`config.mk`:
```
export PLATFORM = sky130hd
export DESIGN_NAME = sha256_msg_loader
export DESIGN_NICKNAME = d
export VERILOG_FILES = /design/src/rtl/sha256_msg_loader_pkg.sv /design/src/rtl/sha256_word_buf.sv /design/src/rtl/sha256_msg_loader.sv
export SDC_FILE = /design/constraint.sdc
export NUM_CORES = 1
export LEC_CHECK = 0
export ABC_AREA = 1
export BUFFER_PORTS_ARGS = -buffer_cell sky130_fd_sc_hd__buf_2
export CORE_AREA = 3 3 337 339
export CTS_CLUSTER_SIZE = 20
export DETAILED_ROUTE_END_ITERATION = 10
export DIE_AREA = 0 0 340 342
export PLACE_DENSITY_LB_ADDON = 0.05
export SYNTH_ARGS = -nofsm -noshare
export SYNTH_HDL_FRONTEND = slang
export SYNTH_SLANG_ARGS = --single-unit
```
`constraint.sdc`:
```
create_clock -name clk -period 4.3 [get_ports clk]
set_input_delay 0.645 -clock clk [delete_from_list [all_inputs] [get_ports clk]]
set_output_delay 0.645 -clock clk [all_outputs]
set_load 0.005 [all_outputs]
```
`src/rtl/sha256_msg_loader_pkg.sv`:
```
`default_nettype none
// ============================================================================
// Module : sha256_msg_loader_pkg
// Brief  : Shared constants, FSM states and last-word marking for the loader.
// Rev    : 1.0
// ============================================================================
package sha256_msg_loader_pkg;

  localparam int WORD_W             = 32;
  localparam int SHA256_BLOCK_WORDS = 16;
  localparam int SHA256_LEN_WORD_HI = 14;
  localparam logic [WORD_W-1:0] PAD_MARKER = 32'h8000_0000;

  typedef enum logic [2:0] {
    ST_LOAD   = 3'd0,
    ST_PAD    = 3'd1,
    ST_LEN_HI = 3'd2,
    ST_LEN_LO = 3'd3,
    ST_START  = 3'd4,
    ST_WAIT   = 3'd5,
    ST_ERR    = 3'd6
  } state_t;

  // Keep the first i_nbytes bytes of the final word and append the 0x80 marker.
  function automatic logic [WORD_W-1:0] mark_last_word(
    input logic [WORD_W-1:0] i_word,
    input logic [2:0]        i_nbytes
  );
    logic [WORD_W-1:0] w_out;
    case (i_nbytes)
      3'd0:    w_out = PAD_MARKER;
      3'd1:    w_out = {i_word[31:24], 24'h80_0000};
      3'd2:    w_out = {i_word[31:16], 16'h8000};
      3'd3:    w_out = {i_word[31:8], 8'h80};
      default: w_out = i_word;
    endcase
    return w_out;
  endfunction

endpackage
`default_nettype wire

```
`src/rtl/sha256_word_buf.sv`:
```
`default_nettype none
// ============================================================================
// Module : sha256_word_buf
// Brief  : Word RAM, one synchronous write port, one asynchronous read port.
// Rev    : 1.0
// ============================================================================
module sha256_word_buf #(
  parameter int DEPTH  = 32,
  parameter int ADDR_W = 5
) (
  input  logic              clk,
  input  logic              i_we,
  input  logic [ADDR_W-1:0] i_waddr,
  input  logic [31:0]       i_wdata,
  input  logic [ADDR_W-1:0] i_raddr,
  output logic [31:0]       o_rdata
);

  logic [31:0] r_mem [DEPTH];

  always_ff @(posedge clk) begin
    if (i_we) begin
      r_mem[i_waddr] <= i_wdata;
    end
  end

  assign o_rdata = r_mem[i_raddr];

endmodule
`default_nettype wire

```
`src/rtl/sha256_msg_loader.sv`:
```
`default_nettype none
// ============================================================================
// Module : sha256_msg_loader
// Brief  : Accepts a big-endian word stream, applies SHA-256 padding into a
//          block buffer, then hands the buffer to sha256_update until done.
// Rev    : 1.0
// ============================================================================
module sha256_msg_loader
  import sha256_msg_loader_pkg::*;
#(
  parameter int NUM_BLOCKS = 2,
  parameter int ADDR_W     = $clog2(16*NUM_BLOCKS)
) (
  input  logic              clk,
  input  logic              reset,
  input  logic [31:0]       in_data,
  input  logic              in_valid,
  input  logic              in_last,
  input  logic [2:0]        in_nbytes,
  output logic              in_ready,
  input  logic [ADDR_W-1:0] rd_addr,
  output logic [31:0]       w,
  output logic [63:0]       msg_size,
  output logic [ADDR_W-4:0] num_blocks,
  output logic              update,
  input  logic              done,
  output logic              busy,
  output logic              err
);

  localparam int c_depth   = SHA256_BLOCK_WORDS * NUM_BLOCKS;
  localparam int c_wp_w    = ADDR_W + 1;
  localparam int c_bytes_w = ADDR_W + 3;

  state_t                 r_state, w_state_nxt;
  logic [c_wp_w-1:0]      r_wp, w_wp_nxt, w_wp_inc;
  logic [c_bytes_w-1:0]   r_bytes, w_bytes_nxt;
  logic                   r_mark_placed, w_mark_nxt;
  logic [63:0]            r_msg_size, w_msg_size_nxt;
  logic [ADDR_W-4:0]      r_num_blocks, w_num_blocks_nxt;
  logic                   r_err, w_err_nxt;

  logic                   w_we;
  logic [31:0]            w_wdata;
  logic                   w_full;
  logic [2:0]             w_last_nbytes;
  logic [63:0]            w_bitlen;

  // wp is one bit wider than the RAM address so a full buffer is detectable.
  assign w_wp_inc      = r_wp + c_wp_w'(1);
  assign w_full        = (r_wp == c_wp_w'(c_depth));
  assign w_last_nbytes = (in_nbytes > 3'd4) ? 3'd4 : in_nbytes;
  assign w_bitlen      = {{(64-c_bytes_w-3){1'b0}}, r_bytes, 3'b000};

  always_ff @(posedge clk or posedge reset) begin
    if (reset) begin
      r_state       <= ST_LOAD;
      r_wp          <= '0;
      r_bytes       <= '0;
      r_mark_placed <= 1'b0;
      r_msg_size    <= '0;
      r_num_blocks  <= '0;
      r_err         <= 1'b0;
    end else begin
      r_state       <= w_state_nxt;
      r_wp          <= w_wp_nxt;
      r_bytes       <= w_bytes_nxt;
      r_mark_placed <= w_mark_nxt;
      r_msg_size    <= w_msg_size_nxt;
      r_num_blocks  <= w_num_blocks_nxt;
      r_err         <= w_err_nxt;
    end
  end

  always_comb begin
    w_state_nxt      = r_state;
    w_wp_nxt         = r_wp;
    w_bytes_nxt      = r_bytes;
    w_mark_nxt       = r_mark_placed;
    w_msg_size_nxt   = r_msg_size;
    w_num_blocks_nxt = r_num_blocks;
    w_err_nxt        = r_err;
    w_we             = 1'b0;
    w_wdata          = '0;

    case (r_state)
      ST_LOAD: begin
        if (in_valid) begin
          if (w_full) begin
            w_err_nxt   = 1'b1;
            w_state_nxt = ST_ERR;
          end else begin
            w_we     = 1'b1;
            w_wp_nxt = w_wp_inc;
            if (in_last) begin
              w_wdata     = mark_last_word(in_data, w_last_nbytes);
              w_bytes_nxt = r_bytes + c_bytes_w'(w_last_nbytes);
              w_mark_nxt  = (w_last_nbytes != 3'd4);
              w_state_nxt = ST_PAD;
            end else begin
              w_wdata     = in_data;
              w_bytes_nxt = r_bytes + c_bytes_w'(4);
            end
          end
        end
      end

      ST_PAD: begin
        if (r_mark_placed && (r_wp[3:0] == 4'(SHA256_LEN_WORD_HI))) begin
          w_state_nxt = ST_LEN_HI;
        end else if (w_full) begin
          w_err_nxt   = 1'b1;
          w_state_nxt = ST_ERR;
        end else begin
          w_we       = 1'b1;
          w_wdata    = r_mark_placed ? 32'h0 : PAD_MARKER;
          w_mark_nxt = 1'b1;
          w_wp_nxt   = w_wp_inc;
        end
      end

      ST_LEN_HI: begin
        if (w_full) begin
          w_err_nxt   = 1'b1;
          w_state_nxt = ST_ERR;
        end else begin
          w_we        = 1'b1;
          w_wdata     = w_bitlen[63:32];
          w_wp_nxt    = w_wp_inc;
          w_state_nxt = ST_LEN_LO;
        end
      end

      ST_LEN_LO: begin
        if (w_full) begin
          w_err_nxt   = 1'b1;
          w_state_nxt = ST_ERR;
        end else begin
          w_we             = 1'b1;
          w_wdata          = w_bitlen[31:0];
          w_wp_nxt         = w_wp_inc;
          w_msg_size_nxt   = w_bitlen;
          w_num_blocks_nxt = w_wp_inc[ADDR_W:4];
          w_state_nxt      = ST_START;
        end
      end

      ST_START: w_state_nxt = ST_WAIT;

      ST_WAIT: begin
        if (done) begin
          w_wp_nxt    = '0;
          w_bytes_nxt = '0;
          w_mark_nxt  = 1'b0;
          w_state_nxt = ST_LOAD;
        end
      end

      // ST_ERR swallows input and is left only through reset.
      default: w_state_nxt = r_state;
    endcase
  end

  sha256_word_buf #(
    .DEPTH  (c_depth),
    .ADDR_W (ADDR_W)
  ) u_buf (
    .clk     (clk),
    .i_we    (w_we),
    .i_waddr (r_wp[ADDR_W-1:0]),
    .i_wdata (w_wdata),
    .i_raddr (rd_addr),
    .o_rdata (w)
  );

  assign in_ready   = !reset && ((r_state == ST_LOAD) || (r_state == ST_ERR));
  assign update     = (r_state == ST_START);
  assign busy       = (r_state != ST_LOAD);
  assign err        = r_err;
  assign msg_size   = r_msg_size;
  assign num_blocks = r_num_blocks;

endmodule
`default_nettype wire

```
* Word level (Yosys, flattened, before mapping)
Memory sizes are Yosys's and may differ from the RTL's. Cells that the tools add are included.
Storage, ports and cells: register bits after elaboration 29, memory bits (writable) 1024, input bits 45, output and inout port bits 102, memories kept 1
Memories:
- u_buf.r_mem | depth 32, bits a word 32, rd ports 1, clocked after memory_dff 0, write ports 1, RTL line sha256_word_buf.sv:19 | logic [31:0] r_mem [DEPTH];
Cells by class: add/subtract/negate cells 3, $lt $le $gt $ge 1, eq/ne operators 20, multiplexer cells 46, bitwise operators 1, reductions and logical operators 19
Operators with widths (number):
- $mux W32 | 6
- $pmux W32 S4 | 1
- $pmux W32 S3 | 1
- $mux W8 | 4
- $mux W3 | 8
- $mux W6 | 4
- $pmux W6 S4 | 1
- $pmux W3 S6 | 1
- $pmux W8 S2 | 1
- $mux W1 | 14
- $eq A3 B2 Y1 const B | 4
- $ne A2 B2 Y1 const B | 6
- $mux W11 | 1
- $eq A3 B3 Y1 const B | 3
- $ne A3 B3 Y1 const B | 3
- $pmux W1 S3 | 3
- $reduce_bool A3 Y1 | 3
- $add A8 B3 Y8 | 1
- $add A8 B3 Y8 const B | 1
- $reduce_and A4 Y1 | 2
- $reduce_and A7 Y1 | 1
- $add A6 B1 Y6 const B | 1
- $eq A3 B1 Y1 const B | 2
- $eq A6 B6 Y1 const B | 1
- other kinds (15) | 17

* Longest topological paths before layout
Gate-level depths: netlist of run 1.
depth after elaboration 8, mapped depth 14

* Cells and area by module
Synthesis of run 1 repeated with hierarchy kept, for this count alone.
Second synthesis, totals: cell total of the unflattened synthesis 3907, area total of the unflattened synthesis 44461.4 µm²
By module, submodules not included:
- sha256_word_buf | instances 1, cells an instance 3504, area an instance 41765.1 µm², seq. area each 30749.5 µm²
- sha256_msg_loader | instances 1, cells an instance 403, area an instance 2696.3 µm², seq. area each 725.7 µm²

* Worst setup path after synthesis of run 1
No wires, ideal clock.
path kind register to register, from register r_wp[0], to memory u_buf.r_mem[0][23] (data pin), setup time 0.467 ns, data arrival time 2.627 ns, required time 3.833 ns, path slack 1.206 ns, stages on the path, launching flop included 9, period minus slack after synthesis 3.094 ns, cell sequence dfrtp_1 inv_1 ha_1 nand2_1 inv_1 nand3_4 nand2_4 buf_2 a211oi_1
On the way: cells in the longest elaborated chain, start to end 4, elaborated cells between the ends (all ways) 8, those cells by class eq/ne (2); mux (5); reduce/logical (1)
Ends and longest elaborated chain:
- start: declaration | RTL line sha256_msg_loader.sv:36 | logic [c_wp_w-1:0] r_wp, w_wp_nxt, w_wp_inc;
- start signal: assignment | RTL line sha256_msg_loader.sv:66 | r_wp <= w_wp_nxt;
- $eq A6 B6 Y1 / $eq A4 B4 Y1 (equally long branches) | RTL line sha256_msg_loader.sv:51, sha256_msg_loader.sv:109
- $mux W32 (tied with other cells) | RTL line sha256_msg_loader.sv:111 | end else if (w_full) begin
- $mux W32, on equally long branches | RTL line sha256_msg_loader.sv:109, sha256_msg_loader.sv:88
- $pmux W32 S3 * | RTL line sha256_msg_loader.sv:86 | case (r_state)
- via u_buf.i_wdata[23] | RTL line sha256_word_buf.sv:14 | input logic [31:0] i_wdata,
- end: declaration | RTL line sha256_word_buf.sv:19
Mark *: on every way through the listed nets, which the timed path passes. The rest lies on a longest branch.

* Worst setup path after layout of run 1
from input rd_addr[0], to output w[21]
On the way: cells in the longest elaborated chain, start to end 1
Ends and longest elaborated chain:
- start: declaration | RTL line sha256_msg_loader.sv:21 | input logic [ADDR_W-1:0] rd_addr,
- $mem_v2 Z32 W32
- end: declaration | RTL line sha256_msg_loader.sv:22 | output logic [31:0] w,
No other way between the ends.

==> impl_metrics.toml, run 1 <==
[outcome]
status = "finished clean"

[cells_and_area]
syn_to_final_growth_pct = 14.0
drive_gt1_share_pct = 11.5
n_fill_cell = 10300
nets = 4054
design_area_mm2 = 0.0503

[cts]
clkTransAtPathRegs_ns = 0.06
cts_tree = "yes"
clock_latency_ns = 0.71
cts_root_buffer = "clkbuf_16"
numClockSinks = 1053
clockBufferDepth = 3
cts_made_buffers = 116
holdBufCountCts = 1
htree_levels = 3
postCtsSetupBuffers = 0
post_cts_resized = 0

[synthesis]
seq_area_frac_synth_pct = 71.4
yosysTopAreaCell = "edfxtp_1"
synthFlopType = "edfxtp_1"
yosys.cell_types.count = 44
synth-edff-count = 1024
yosysWarnings = 0
synth_cells = 3896
avgSynthCellArea_um2 = 11.3
yosysMostFrequentCell = "nand2_1"
async_reset_ff_share_pct = 2.75
synth_top_area_share_pct = 69.7
syn_area_mm2 = 0.0441
ys_top_cells_by_count = "1557 x nand2_1, 1024 x edfxtp_1, 787 x nand3_1, 148 x buf_2, 85 x buf_4"
synth_area_leaders = "edfxtp_1 70%, nand2_1 13%, nand3_1 8.9%"
ys_ff_latch = 1053

[place]
place_area_mm2 = 0.0467
place_hpwl_mm = 71.5
port_buffers = 90
gp_congestion = 0.807

[setup_path]
startpoint_type = "input pin"
cp-startpoint = "rd_addr[0]"
crit_fanout = 95
reg2reg_depth = 10
cp.arrival_ns = 2.71
path_class = "input pin to output pin"
crit_path_top_delay_cell = "buf_4"
cp.required_ns = 3.65
worst_setup_path_end_kind = "output pin"
cp-endpoint = "w[21]"
r2r_end = "u_buf.r_mem[3][21]"
crit_path_frequent_cell = "nand2_1"
rrSetupSlack_ns = 1.07
r2r_start = "r_wp[0]"
cpPeakStageDelay_ns = 0.58
path_cells = "buf_8 > clkinv_16 > buf_4 > nand2_1 > nand3_1 > nand3_1 > nand2_1 > nand2_1 > nand2_1 > nand2_1 > nand2_1 > buf_2"

[sta]
rsz0062_at_grt = "false"
maxSlewHeadroom_pct = 42.1
clock.fmax_mhz = 298
skew_ns = 0.0313
finalCritPeriodShare_pct = 78.1
worst_slew_pin_slew_ns = 0.866
drv_slew = 0
totalNegativeSetupSlack_ns = 0
hold_violations = 0
hold-worst-slack_ns = 0.304
setup_viol = 0
period_minus_slack_ns = 3.36

[power_and_ir_drop]
power.density_mw_per_mm2 = 434
irDropWorstVdd_mv = 0.325
total_power_w = 0.0218
p_leak_nw = 18.2

[floorplan]
io_pins = 147
start_util_pct = 39.9
die_h_um = 342
core_mm2 = 0.111
die_width_um = 340
rows = 122
die-area_mm2 = 0.116

[grt]
grtUsageTotal_pct = 22.9
grt_pass1_wl_mm = 195
grt_max_degree = 141
grt_overflow = 0
grt_pass1_vias = 28000
antenna_found_initial = 2

[detailed_routing]
ant_nets = 0
avgRoutedWirePerCell_um = 24.2
drcViolationCount = 0
drt_pass1_iterations = 5
via_per_inst = 5.17
routed_wl_mm = 135
num_vias = 28900
drt_iter0_drc = 2336

[run]
drv_cap = 0

[worst_hold_path]
hp-class = "input pin to register"
## cell usage in the layout, fill, tap and decap left out, types with 2 or more instances in the layout
| cell | count |
|---|---|
| nor2_4 | 36 |
| nor2_2 | 23 |
| o21ai_0 | 15 |
| edfxtp_1 | 1024 |
| bufinv_16 | 7 |
| inv_4 | 3 |
| a21oi_1 | 8 |
| clkbuf_1 | 23 |
| dfrtp_1 | 29 |
| buf_12 | 27 |
| nor2_1 | 20 |
| o21ai_1 | 7 |
| clkbuf_16 | 120 |
| clkinv_8 | 3 |
| buf_2 | 86 |
| inv_1 | 37 |
| ha_1 | 10 |
| conb_1 | 56 |
| o21ai_2 | 8 |
| clkinvlp_4 | 4 |
| nand3_1 | 787 |
| buf_4 | 96 |
| nand2_2 | 4 |
| nand4_1 | 2 |
| xor2_1 | 3 |
| clkinv_2 | 25 |
| inv_2 | 6 |
| nand2_4 | 10 |
| buf_8 | 2 |
| clkinv_1 | 29 |
| a21oi_2 | 2 |
| nand2_1 | 1557 |
## metrics by stage
stage,worst slack [ns],util (%),std cells
2_1_floorplan,1.21,-,3951
3_3_place_gp,0.906,42.2,5367
3_5_place_dp,0.913,42.2,5367
4_1_cts,0.907,45.4,5579
5_1_grt,0.735,45.4,5579
6_report,0.943,45.4,5580
## cells by family after synthesis
| group | synth area share [%] |
|---|---|
| xor gates and xnor gates | 0.0794 |
| DFF | 71.4 |
| AOI/OAI and AO/OA | 0.627 |
| adders and majority gates | 0.329 |
| and+or+nand+nor | 23.4 |
| buffers and inverters | 4.17 |
| other | 0.00850 |
## flip-flops by register name (all words and copies together) (netlist names)
register,count
msg_size,8
r_mark_placed,1
r_bytes,8
num_blocks,2
err,1
r_wp,6
u_buf.r_mem,1024
r_state,3
## report_power, final
part	switching (W)	total (W)	internal [W]
sequential	0	0.0111	0.0111
clock	0.00406	0.00954	0.00547
combinational	0.000824	0.00118	0.000352
## critical path: cells and delay by family
| family | cells | cell delay, ns |
|---|---|---|
| buffers and inverters | 4 | 1.21 |
| AND/OR/NAND/NOR | 8 | 0.80 |
## worst min path at each step
| stage | cells after the start | to | slack, ns | startpoint |
|---|---|---|---|---|
| after floorplan | 2 | msg_size[10] | 0.46 | r_bytes[7] |
| after global placement | 1 | err | 0.46 | err |
| after detailed placement | 2 | num_blocks[1] | 0.47 | num_blocks[1] |
| after CTS | 4 | r_bytes[6] | 0.25 | in_last |
| after global routing | 3 | r_bytes[0] | 0.30 | in_last |
| final | 4 | r_bytes[6] | 0.30 | in_last |
## per-layer routing
metal | share of wire [%] | GRT usage, % | up-vias
met5 | 0 | 0 | -
met4 | 3.3 | 7.51 | 0
met3 | 4.5 | 2.91 | 231
met2 | 47 | 37.2 | 735
met1 | 45 | 32.2 | 14300
li1 | - | - | 13600
## layout make-up
| class | instances | area (um^2) | share of cell area [%] |
|---|---|---|---|
| Antenna cell | 1 | 2.50 | 0.00498 |
| Clock buffer | 143 | 3090 | 6.14 |
| Clock inverter | 68 | 523 | 1.04 |
| Inverter | 49 | 230 | 0.458 |
| Multi-Input combinational cell | 2565 | 11400 | 22.6 |
| Sequential cell | 1053 | 31500 | 62.6 |
| Tap cell | 1488 | 1860 | 3.70 |
| Timing Repair Buffer | 213 | 1740 | 3.47 |
(Power assumes the default switching activity.)
==> run 2, diff against run 1 <==
Clock period 4.3 ns to 3 ns, I/O delays scaled along.
==> run 2 against run 1 <==
Against the previous run:
- cell count increased by 0.70%
- power increased by 41%
- sequential cell count unchanged
- clock power increased by 37%
- global-route usage increased by 0.73 points
- first-iteration DRC count increased by 0.13%
- core utilization increased by 0.66 points
- critical path type is now register to register
- critical endpoint is now u_buf.r_mem[23][21]
==> impl_metrics.toml, run 2 (synthesis gave the netlist of run 1 again) <==
[outcome]
status = "finished clean"

[cells_and_area]
layout_commonest_cell = "nand2_1"
design_area_mm2 = 0.0510
largest_register_ff_count = 1024
n_fill_cell = 10300
layout_common_cells = "1557 x nand2_1, 1024 x edfxtp_1, 787 x nand3_1"
drive_gt1_share_pct = 12.2
final_util_pct = 46.1
top_register = "u_buf.r_mem"
diodes = 0
syn_to_final_growth_pct = 15.6
nets = 4096

[sta]
clock.fmax_mhz = 373
totalNegativeSetupSlack_ns = 0
worst_slew_pin_slew_ns = 1.29
period_minus_slack_ns = 2.68
rsz0062_at_grt = "false"
drv_slew = 0
finalCritPeriodShare_pct = 89.4
maxSlewHeadroom_pct = 14.2
skew_ns = 0.0164
setup_viol = 0
hold_violations = 0

[detailed_routing]
drt_pass1_iterations = 7
drt_iter0_drc = 2339
num_vias = 29300
via_per_inst = 5.21
routed_wl_mm = 139
ant_nets = 0
drcViolationCount = 0
avgRoutedWirePerCell_um = 24.8

[power_and_ir_drop]
power.internal_w = 0.0239
power_switching_w = 0.00694
p_sw_share_pct = 22.5
p_leak_nw = 18.5
power.density_mw_per_mm2 = 604
irDropWorstVdd_mv = 0.500
power.share.clock_pct = 42.6
seq_power_share_pct = 51.6
pwr-share-comb_pct = 5.8

[setup_path]
startpoint_type = "register"
path_cells = "inv_1 > ha_1 > nand2_1 > inv_1 > nand3_4 > nand2_4 > buf_4 > nand2_4 > nand2_4 > nor2_4 > buf_12"
crit_path_frequent_cell = "nand2_4"
path_class = "register to register"
cpPeakStageDelay_ns = 0.43
worst_setup_path_end_kind = "register"
cp.required_ns = 3.37
path_buf_inv = 4
crit_path_top_delay_cell = "nor2_4"
crit_fanout = 17
cp.arrival_ns = 3.05
critPathTopFamily = "simple AND/OR/NAND/NOR gates"

[cts]
clockBufferDepth = 3
clock_latency_ns = 0.70
post_cts_resized = 0
cts_root_buffer = "clkbuf_16"
holdBufCountCts = 1
postCtsSetupBuffers = 0
clkTransAtPathRegs_ns = 0.06
numClockSinks = 1053
cts_tree = "yes"
htree_levels = 3
cts_made_buffers = 113

[floorplan]
io_pins = 147
start_util_pct = 39.9
die_width_um = 340
core_mm2 = 0.111
rows = 122
die_h_um = 342
die-area_mm2 = 0.116

[place]
gp_congestion = 0.795
port_buffers = 90
place_area_mm2 = 0.0475
place_hpwl_mm = 73.6

[worst_hold_path]
hp-class = "input pin to register"

[grt]
grt_max_degree = 121
grt_pass1_vias = 27700
antenna_found_initial = 1
grt_pass1_wl_mm = 200
grtUsageTotal_pct = 23.7
grt_overflow = 0

[run]
drv_cap = 0
## run 2: path summary, 6_finish.rpt
path,cells after the start,slack [ns],start,endpoint
worst max-delay path,11,0.32,r_wp[0],u_buf.r_mem[23][21]
worst min-delay path,3,0.09,in_last,r_bytes[0]
worst max register to register,11,0.32,r_wp[0],u_buf.r_mem[23][21]
worst min register to register,2,0.47,msg_size[7],msg_size[7]
max in group asynchronous,4,1.87,reset,msg_size[4]
min in group asynchronous,3,0.42,reset,err
## run 2: layer usage
| layer | GRT usage (%) | wire, um | share of wire, % |
|---|---|---|---|
| met5 | 0 | 0 | 0 |
| met4 | 5.30 | 2850 | 2.0 |
| met3 | 2.81 | 6850 | 4.9 |
| met2 | 38.4 | 65900 | 47 |
| met1 | 34.2 | 63800 | 46 |
## run 2: power groups by stage
| stage | registers, W | logic, W | clock network (W) |
|---|---|---|---|
| after floorplan | 0.0162 | 0.00119 | 0 |
| after global placement | 0.0162 | 0.00179 | 0 |
| after detailed placement | 0.0162 | 0.00179 | 0 |
| after CTS | 0.0159 | 0.00180 | 0.0134 |
| after global routing | 0.0159 | 0.00199 | 0.0140 |
| final | 0.0159 | 0.00178 | 0.0131 |
## run 2: area by class of cell
cell class / instances / area [um^2] / area share, %
clock inverter: 55 / 375 / 0.736
timing repair buffer: 258 / 2630 / 5.16
sequential: 1053 / 31500 / 61.7
clock buffer: 151 / 3070 / 6.03
tap: 1488 / 1860 / 3.65
inverter: 49 / 230 / 0.451
multi-input combinational: 2565 / 11400 / 22.3
## run 2: metrics by stage
stage | std cells | hold slack, ns | power (W) | setup WS, ns
after floorplan | 3951 | 0.458 | 0.0174 | -0.0684
after global placement | 5412 | 0.462 | 0.0180 | 0.272
after detailed placement | 5412 | 0.462 | 0.0180 | 0.228
after CTS | 5619 | 0.0355 | 0.0311 | 0.296
after global routing | 5619 | 0.0779 | 0.0319 | 0.115
final | 5619 | 0.0931 | 0.0308 | 0.319
## run 2: worst reg2reg max path: stages (launching register included)
cell and delay, ns:
dfrtp_1 0.41, inv_1 0.11, ha_1 0.25, nand2_1 0.08, inv_1 0.06, nand3_4 0.13
nand2_4 0.11, buf_4 0.19, nand2_4 0.13, nand2_4 0.17, nor2_4 0.43, buf_12 0.28
